## config.mk

```make
export PLATFORM = sky130hd
export DESIGN_NAME = aes_state_unload
export DESIGN_NICKNAME = d
export VERILOG_FILES = /design/src/rtl/aes_pkg.sv /design/src/rtl/aes_state_unload.sv
export SDC_FILE = /design/constraint.sdc
export NUM_CORES = 1
export LEC_CHECK = 0
export CORE_MARGIN = 5
export CORE_UTILIZATION = 40
export DETAILED_ROUTE_END_ITERATION = 8
export DONT_BUFFER_PORTS = 1
export GPL_ROUTABILITY_DRIVEN = 0
export PLACE_DENSITY = 0.5
export SKIP_LAST_GASP = 1
export SLEW_MARGIN = 20
export SYNTH_ARGS = -nofsm -noshare
export SYNTH_HDL_FRONTEND = slang
export SYNTH_SLANG_ARGS = --single-unit
```

## constraint.sdc

```tcl
create_clock -name clk -period 2.3 [get_ports clk]
set_input_delay 0.23 -clock clk [delete_from_list [all_inputs] [get_ports clk]]
set_output_delay 0.23 -clock clk [all_outputs]
set_load 0.02 [all_outputs]
```

## src/rtl/aes_pkg.sv

```systemverilog
// Shared AES datapath types and the row-major-state to column-word helper.
package aes_pkg;

  typedef logic [127:0] state_t;
  typedef logic [31:0]  word_t;

  localparam int NB = 4;

  typedef enum logic {IDLE, DRAIN} unload_st_t;

  // Column c of a row-major state: s[0][c] lands in the top byte, s[3][c] in the bottom.
  function automatic word_t state_col(state_t s, logic [1:0] c);
    word_t w;
    w = '0;
    for (int r = 0; r < NB; r++) begin
      w[31-8*r -: 8] = s[127-8*(4*r+int'(c)) -: 8];
    end
    return w;
  endfunction

endpackage

```

## src/rtl/aes_state_unload.sv

```systemverilog
// Serializes a completed row-major AES state into four column-major 32-bit beats.
module aes_state_unload
  import aes_pkg::*;
(
  input  logic         clk,
  input  logic         rst_n,
  input  logic         flush,
  input  logic         in_valid,
  output logic         in_ready,
  input  logic [127:0] state_in,
  output logic         out_valid,
  input  logic         out_ready,
  output logic [31:0]  out_data,
  output logic         out_last
);

  // Valid/ready: a transfer happens on an edge where valid & ready are both high;
  // a producer holds valid and data stable until that edge. flush cancels both sides.
  unload_st_t st, st_nxt;
  logic [1:0] beat, beat_nxt;
  state_t     hold;
  logic       load;

  always_comb begin
    st_nxt   = st;
    beat_nxt = beat;
    load     = 1'b0;
    in_ready = 1'b0;
    case (st)
      IDLE: begin
        in_ready = 1'b1;
        if (in_valid) begin
          load     = 1'b1;
          beat_nxt = 2'd0;
          st_nxt   = DRAIN;
        end
      end
      DRAIN: begin
        if (out_ready) begin
          if (beat == 2'd3) begin
            // Last beat leaves: either refill immediately or go idle.
            in_ready = 1'b1;
            beat_nxt = 2'd0;
            if (in_valid) begin
              load = 1'b1;
            end else begin
              st_nxt = IDLE;
            end
          end else begin
            beat_nxt = beat + 2'd1;
          end
        end
      end
      default: st_nxt = IDLE;
    endcase
    if (flush) begin
      in_ready = 1'b0;
      load     = 1'b0;
      st_nxt   = IDLE;
      beat_nxt = 2'd0;
    end
  end

  always_ff @(posedge clk or negedge rst_n) begin
    if (!rst_n) begin
      st   <= IDLE;
      beat <= 2'd0;
      hold <= '0;
    end else begin
      st   <= st_nxt;
      beat <= beat_nxt;
      if (load) hold <= state_in;
    end
  end

  assign out_valid = (st == DRAIN);
  assign out_last  = out_valid & (beat == 2'd3);
  assign out_data  = out_valid ? state_col(hold, beat) : 32'd0;

endmodule
```

# --- After elaboration in Yosys (flattened, before gate mapping) ---
# Index checks and enable logic that the tools add are counted.
op_classes:
  addsub: 8
  eq_ne: 3
  n_shift: 4
  muxes: 19
  bitwise_logic: 2
  reduce_logical: 1
op_table:
  columns: ["cell", "n"]
  rows:
  - ["135-bit by 8-bit variable part select with 8-bit output", 2]
  - ["135-bit by 9-bit variable part select with 8-bit output", 2]
  - ["32-bit two-way mux", 1]
  - ["7-bit by 8-bit subtractor with 9-bit output (first input constant)", 2]
  - ["4-bit by 2-bit adder with 5-bit output (first input constant)", 2]
  - ["1-bit two-way mux", 10]
  - ["2-bit two-way mux", 4]
  - ["7-bit by 5-bit subtractor with 8-bit output (first input constant)", 1]
  - ["7-bit by 7-bit subtractor with 8-bit output (first input constant)", 1]
  - ["3-bit != test (second input constant)", 2]
  - ["1-bit one-hot mux with 2 select lines", 3]
  - ["3-bit by 2-bit adder with 4-bit output (first input constant)", 1]
  - ["2-bit one-hot mux with 2 select lines", 1]
  - ["2-bit by 1-bit adder with 2-bit output (second input constant)", 1]
  - ["2-bit equality test (second input constant)", 1]
  - ["2-bit AND reduction", 1]
  - ["1-bit AND", 1]
  - ["1-bit inverter", 1]
word_totals:
  regBits: 131
  input_bits: 133

# --- Longest topological paths before layout ---
# Gate-level depths: netlist of the first run.
depth:
  depth_word: 5
  ltp_mapped: 6

# --- Least setup slack after synthesis of the first run ---
# Ideal clock, no wire load.
synth_path:
  kind: "reg-to-output"
  from: "register st, in the netlist out_valid"
  to: "output out_data[10]"
  arrival_ps: 1429
  required_ps: 2070
  slack_ps: 641
  path_stages_with_launch: 4
  path_cell_list: "dfrtp_1 > or2b_1 > clkbuf_1 > o22ai_1"
synth_via:
  elab_chain_cells: 1
synth_rtl:
  columns: ["item", "line", "source"]
  rows:
  - ["from (decl)", "aes_state_unload.sv:19", "unload_st_t st, st_nxt;"]
  - ["from (signal assigned)", "aes_state_unload.sv:70", "st <= st_nxt;"]
  - ["32-bit two-way mux", "aes_state_unload.sv:78", "assign out_data = out_valid ? state_col(hold, beat) : 32'd0;"]
  - ["to (decl)", "aes_state_unload.sv:13", "output logic [31:0] out_data,"]
# No other way between the ends.

# --- Final worst setup path of the first run ---
layout_path:
  from: "register st, in the netlist out_valid"
  to: "output out_data[27]"
# Same word-level chain as after synthesis.

==> flow_summary.yaml, run 1 <==
layout:
  multi_input_area_sq_um: 2860
  post-route-cell-area_sq_um: 8810
  fillers: 1322
  area_growth_pct: 36.5
  antenna-diode-count: 0
  register_area_sq_um: 3280
  drive_above_1_share_pct: 35.2
  fin_nets: 700
sta:
  slew_headroom_pct: 66.2
  fin_hold_viols: 131
  grt_setup_unrepaired: "false"
  clock-skew-final_ns: 0.00577
  setup_violations: 0
  hold-worst-slack_ns: -0.490
  fin_crit_sh_pct: 94.5
  timing.setup.tns_ns: 0
  final_min_period_ns: 2.17
  worst_pin_slew_ns: 0.507
  max_clock_freq_ghz: 0.460
  timing.final.max_slew_violations: 0
yosys:
  postSynth.asyncResetShare_pct: 100
  synth-seq-area-share_pct: 50.8
  synth_area_sq_um: 6460
  synth_edf_count: 0
  postSynthRegisterBits: 131
  synth.top_cells.by_area: "sky130_fd_sc_hd__dfrtp_1, sky130_fd_sc_hd__mux2_4, sky130_fd_sc_hd__mux2i_1"
  post_synth_num_cell_types: 22
  syn_inst: 400
  ys.warnings.count: 0
  netlist.area_leader.share_pct: 50.8
  netlist_top_cells_count: "sky130_fd_sc_hd__dfrtp_1, sky130_fd_sc_hd__mux2_4, sky130_fd_sc_hd__mux2i_1, sky130_fd_sc_hd__o22ai_1, sky130_fd_sc_hd__buf_12"
  synth_nets: 534
  post_synth.cell_area_avg_sq_um: 16.1
  synthMostInstantiatedCell: "sky130_fd_sc_hd__dfrtp_1"
  synth_ff_type: "sky130_fd_sc_hd__dfrtp_1"
  post-synth-top-area-cell: "sky130_fd_sc_hd__dfrtp_1"
worst_setup_path:
  timing.reg2reg.worst_path_depth: 6
  arrival_ns: 1.94
  cpMostUsedCell: "sky130_fd_sc_hd__buf_4"
  worst_r2r_startpoint: "beat[0]$_DFFE_PN0P_"
  timing.critical_path.depth: 5
  crit_required_ns: 2.07
  crit_start: "out_valid$_DFF_PN0_"
  path_max_fanout: 32
  cp_cell_sequence: "buf_4, or2b_1, buf_4, o22ai_1, buf_4"
  critical_setup_path_kind: "register to output pin"
  timing.critical_path.max_delay_family: "buffers and inverters"
  crit_path_end_kind: "output pin"
  regToRegEndpoint: "hold[99]$_DFFE_PN0P_"
  critical_path.startpoint_type: "register"
  reg2reg_slack_ns: 0.35
  cpMaxStageDelayCell: "sky130_fd_sc_hd__buf_4"
  cp_slowest_stage_delay_ns: 0.42
  endpoint: "out_data[27]"
  number_of_buffer_and_inverter_stages_on_the_critical_path: 3
clock_tree:
  clock_insertion_delay_worst_skew_ns: 0.41
  clockRootBuffer: "sky130_fd_sc_hd__clkbuf_16"
  clock_sink_count: 131
  cts.repair_timing.setup_buffer_count: 0
  clock_path_buffers: 2
  clkTransAtPathRegs_ns: 0.06
  cts_buffers: 17
  post_cts_hold_buffer_count: 131
  cts_tree: "yes"
  post_cts_resized: 0
  clock_tree.htree_level_count: 4
outcome:
  status: "finished with violations"
  failed_checks: "negative hold slack"
route:
  drc_errors: 0
  first_pass_iters: 4
  detailroute.via_count: 3930
  avgViaCountPerCell: 4.94
  route.final.wire_length_microns: 15300
  drt-initial-drc-count: 131
  final_antenna_net_count: 0
  avgRoutedWirePerCell_microns: 19.3
die:
  core-area_sq_um: 15900
  number_of_rows_in_the_core_area: 46
  die_height_microns: 137
  die_w_microns: 137
  pin_count: 168
  initial_core_util_pct: 40.7
  floorplan.die_area_sq_um: 18800
global_route:
  grt_start_max_net_pins: 132
  grt_first_pass_wirelength_microns: 23800
  leftover_overflow_at_the_end_of_global_routing: 0
  globalRouteTotalUtil_pct: 16.5
  first_global_vias: 4458
  grt_antenna_before_repair: 0
place:
  dpl-instance-area_sq_um: 6850
  io_buf_count: 0
  half_perimeter_wire_length_after_placement_microns: 9140
run:
  drv.max_cap_violation_count: 0
pwr:
  power_density_nw_per_um2: 854
  static-leakage-power_nw: 3.83
  max-vdd-ir-drop_uv: 570
worst_hold_path:
  min-delay-path-class: "input port to async pin"
## flip-flops by register name (all words and copies together) (netlist names)
signal / flops
out_valid: 1
beat: 2
hold: 128
## where the power goes
group,switching [W],internal [W],total (W)
Sequential,0.000245,0.00275,0.00299
Combinational,0.000530,0.00101,0.00154
Clock,0.000987,0.00201,0.00300
## stage by stage
step                util [%]  std cells  setup WS [ns]  hold WS [ns]  total power, W
detailed placement      43.1        632          0.352       -0.0611         0.00437
CTS                     55.5        795          0.121        -0.513         0.00761
floorplan                  -        400          0.641       -0.0656         0.00408
finish                  55.5        795          0.128        -0.490         0.00753
global placement        43.1        632          0.407       -0.0620         0.00434
global route            55.5        795         0.0422        -0.520         0.00786
## layer usage
layer	track usage, %	wire length, microns	vias to the layer above
met1	19.9	6540	2008
li1	-	-	1796
met4	5.65	250	0
met5	0	0	-
met3	5.18	882	20
met2	28.0	7640	106
## worst min path at each step
| stage | from | endpoint | slack (ns) | depth (start not counted) |
|---|---|---|---|---|
| after CTS | rst_n | hold[1]$_DFFE_PN0P_ | -0.51 | 0 |
| after detailed placement | rst_n | hold[20]$_DFFE_PN0P_ | -0.06 | 0 |
| after floorplan | rst_n | beat[0]$_DFFE_PN0P_ | -0.07 | 0 |
| final | rst_n | hold[20]$_DFFE_PN0P_ | -0.49 | 0 |
| after global placement | rst_n | hold[20]$_DFFE_PN0P_ | -0.06 | 0 |
| after global routing | rst_n | hold[9]$_DFFE_PN0P_ | -0.52 | 0 |
## layout make-up
class	instances	share of cell area [%]
well taps	216	3.07
multi-input cells	240	32.5
clock buffers	24	5.47
clock inverters	8	1.96
flip-flops and latches	131	37.2
repair buffers	175	19.8
inverters	1	0.0426
## cell families (layout without fill, tap and decap cells)
logic type / Yosys count / after routing / synth area share, %
DFF: 131 / 131 / 50.8
adders and majority gates: 1 / 1 / 0.194
AOI/OAI and AO/OA: 37 / 37 / 3.80
and+or+nand+nor: 9 / 9 / 0.930
muxes: 193 / 193 / 39.4
buffers and inverters: 29 / 208 / 4.94
## placed cells by master, fill, tap and decap left out, types with 2 or more instances in the layout
cell,n
sky130_fd_sc_hd__mux2i_1,65
sky130_fd_sc_hd__dfrtp_1,130
sky130_fd_sc_hd__a21oi_1,2
sky130_fd_sc_hd__buf_12,8
sky130_fd_sc_hd__clkbuf_8,3
sky130_fd_sc_hd__bufinv_16,5
sky130_fd_sc_hd__mux2_4,120
sky130_fd_sc_hd__o22ai_1,32
sky130_fd_sc_hd__mux2_2,8
sky130_fd_sc_hd__clkbuf_16,17
sky130_fd_sc_hd__clkinvlp_4,3
sky130_fd_sc_hd__clkbuf_1,4
sky130_fd_sc_hd__buf_4,36
sky130_fd_sc_hd__dlygate4sd3_1,131
sky130_fd_sc_hd__nor2_1,3
Power figures use the tool's default switching activity.
==> inputs of run 2 (changes only) <==
Settings changed: ABC_AREA set to 1.
==> run 2 against run 1 <==
The run still ends with negative hold slack left. Hold slack got worse by 0.0031 ns. Die area increased by 8.8%. Total power decreased by 7.9%. Combinational power decreased by 13%. Highest routed layer unchanged. Clock-buffer cell count decreased by 6. Largest power group is now registers. Setup slack improved by 0.074 ns. Area after synthesis increased by 9.5%. Maximum frequency increased by 3.5%. Sequential power decreased by 4%.
==> flow_summary.yaml, run 2 <==
worst_setup_path:
  critical_path.startpoint_type: "register"
  crit_required_ns: 2.60
  cpMaxStageDelayCell: "sky130_fd_sc_hd__dlygate4sd3_1"
  reg2reg_slack_ns: 0.20
  worst_r2r_startpoint: "beat[0]$_DFFE_PN0P_"
  timing.reg2reg.worst_path_depth: 6
  critical_setup_path_kind: "register to register"
  cp_slowest_stage_delay_ns: 0.58
  cp_cell_sequence: "ha_1, nand2_1, nand2_4, buf_6, a21oi_1, dlygate4sd3_1"
  path_max_fanout: 68
  arrival_ns: 2.40
  regToRegEndpoint: "out_valid$_DFF_PN0_"
  crit_path_end_kind: "register"
yosys:
  post-synth-top-area-cell: "sky130_fd_sc_hd__dfrtp_1"
  synth_ff_type: "sky130_fd_sc_hd__dfrtp_1"
  syn_inst: 970
  netlist_top_cells_count: "sky130_fd_sc_hd__nand2_1, sky130_fd_sc_hd__inv_1, sky130_fd_sc_hd__dfrtp_1, sky130_fd_sc_hd__nand4_1, sky130_fd_sc_hd__nand3_1"
  synthMostInstantiatedCell: "sky130_fd_sc_hd__nand2_1"
  synth_nets: 1104
  synth_adder_area_share_pct: 0.177
  netlist.area_leader.share_pct: 46.4
  post_synth.cell_area_avg_sq_um: 7.29
  ys.warnings.count: 0
  synth_top_family_by_area: "simple AND/OR/NAND/NOR gates"
  synth_area_sq_um: 7070
  synth-seq-area-share_pct: 46.4
  synth_xor_xnor_area_share_pct: 0
  synth.top_cells.by_area: "sky130_fd_sc_hd__dfrtp_1, sky130_fd_sc_hd__nand2_1, sky130_fd_sc_hd__nand4_1"
  yosys-mux-area-fraction_pct: 0
  synth_compound_area_share_pct: 2.48
  postSynth.asyncResetShare_pct: 100
  synth_edf_count: 0
  postSynthRegisterBits: 131
  synth_simple_gate_area_share_pct: 37.2
  post_synth_num_cell_types: 17
clock_tree:
  cts_buffers: 17
  clkTransAtPathRegs_ns: 0.06
  clock_tree.htree_level_count: 4
  clockRootBuffer: "sky130_fd_sc_hd__clkbuf_16"
  cts_tree: "yes"
  cts.repair_timing.setup_buffer_count: 0
  clock_insertion_delay_worst_skew_ns: 0.42
  clock_sink_count: 131
  clock_path_buffers: 2
sta:
  timing.final.max_slew_violations: 0
  hold-worst-slack_ns: -0.494
  slew_headroom_pct: 58.1
  fin_crit_sh_pct: 91.2
  worst_pin_slew_ns: 0.629
  final_min_period_ns: 2.10
  grt_setup_unrepaired: "false"
  max_clock_freq_ghz: 0.477
  fin_hold_viols: 131
  setup_violations: 0
  clock-skew-final_ns: 0.00941
  timing.setup.tns_ns: 0
pwr:
  switching_power_w: 0.00204
  power.share.combinational_pct: 19.4
  power_density_nw_per_um2: 721
  max-vdd-ir-drop_uv: 648
  internal_power_w: 0.00489
  clockPowerShare_pct: 39.4
  static-leakage-power_nw: 4.92
  switching_share_pct: 29.4
  seq_power_share_pct: 41.2
place:
  cells_after_dpl: 1165
  half_perimeter_wire_length_after_placement_microns: 12400
  dpl-instance-area_sq_um: 7330
  io_buf_count: 0
die:
  die_w_microns: 143
  die_height_microns: 143
  core-area_sq_um: 17300
  floorplan.die_area_sq_um: 20400
  pin_count: 168
  number_of_rows_in_the_core_area: 48
  initial_core_util_pct: 40.9
layout:
  largest_register_ffs: 128
  area_growth_pct: 36.0
  layout.cells.most_common: "sky130_fd_sc_hd__nand2_1"
  antenna-diode-count: 0
  post-route-cell-area_sq_um: 9610
  fin_nets: 1260
  most-common-layout-cells: "sky130_fd_sc_hd__nand2_1, sky130_fd_sc_hd__dlygate4sd3_1, sky130_fd_sc_hd__inv_1, sky130_fd_sc_hd__nand4_1, sky130_fd_sc_hd__dfrtp_1"
  final-instance-count-excl-fill: 1364
  drive_above_1_share_pct: 7.73
  fillers: 1671
  finish.utilization_pct: 55.6
  registers.top_by_ff_count: "hold"
route:
  avgViaCountPerCell: 4.98
  drc_errors: 0
  final_antenna_net_count: 0
  first_pass_iters: 4
  detailroute.via_count: 6794
  avgRoutedWirePerCell_microns: 16.6
  drt-initial-drc-count: 380
  route.final.wire_length_microns: 22700
global_route:
  globalRouteTotalUtil_pct: 22.5
  grt_use_met2_pct: 35.4
  leftover_overflow_at_the_end_of_global_routing: 0
  gr-usage-met1_pct: 31.9
  first_global_vias: 6856
  grt_util_met3_pct: 4.79
  top_usage_layer: "met2"
  grt_start_max_net_pins: 132
  grt_antenna_before_repair: 0
  grt_first_pass_wirelength_microns: 36400
worst_hold_path:
  min-delay-path-class: "input port to async pin"
outcome:
  failed_checks: "negative hold slack"
  status: "finished with violations"
run:
  drv.max_cap_violation_count: 0
run 2: worst max path at each step:
stage	startpoint	end	slack, ns
6_report	beat[0]$_DFFE_PN0P_	out_valid$_DFF_PN0_	0.20
5_1_grt	out_valid$_DFF_PN0_	out_data[21]	0.05
4_1_cts	beat[0]$_DFFE_PN0P_	out_valid$_DFF_PN0_	0.04
3_5_place_dp	beat[0]$_DFFE_PN0P_	hold[104]$_DFFE_PN0P_	0.47
3_3_place_gp	beat[0]$_DFFE_PN0P_	hold[104]$_DFFE_PN0P_	0.52
2_1_floorplan	out_valid$_DFF_PN0_	out_data[10]	0.81
run 2: cell type report:
class	instances	area (sq um)	area share [%]
clock inverter	14	153	1.59
multi-input combinational	626	2830	29.4
sequential	131	3280	34.1
clock buffer	18	439	4.57
timing repair buffer	216	2120	22.1
tap	225	282	2.93
inverter	134	505	5.26
run 2: power by group through the flow:
stage,Combinational (W),Sequential [W],Clock (W)
global placement,0.00108,0.00289,0
global route,0.00153,0.00290,0.00289
floorplan,0.000875,0.00285,0
detailed placement,0.00109,0.00289,0
CTS,0.00135,0.00286,0.00279
finish,0.00134,0.00286,0.00273
run 2: metrics by stage:
step	power [W]	setup slack, ns
finish	0.00693	0.201
global route	0.00732	0.0529
CTS	0.00699	0.0359
detailed placement	0.00398	0.466
global placement	0.00397	0.525
floorplan	0.00373	0.812
run 2: worst max-delay path, delay by kind of cell (launching register included):
kind                       cells  cell delay [ns]
AOI/OAI and AO/OA              1             0.12
DFF                            1             0.40
buffers and inverters          2             0.99
and+or+nand+nor                2             0.23
adders and majority gates      1             0.20
run 2: what timing repair did:
item,4_1_cts,5_1_grt
endpoints found under the hold margin,260,133
setup endpoints to repair,0,1
hold buffers,166,1
gates resized for setup,0,1
run 2: cells by family after synthesis:
family / Yosys count
fa+ha+maj: 1
compound gates: 35
buf+inv: 213
flops: 131
simple gates: 590
run 2: per-layer routing:
layer	wire length, microns	vias up	share of wire [%]
met1	10800	3197	48
met5	0	-	0
met4	269	0	1.2
li1	-	3409	-
met3	1110	21	4.9
met2	10500	167	46
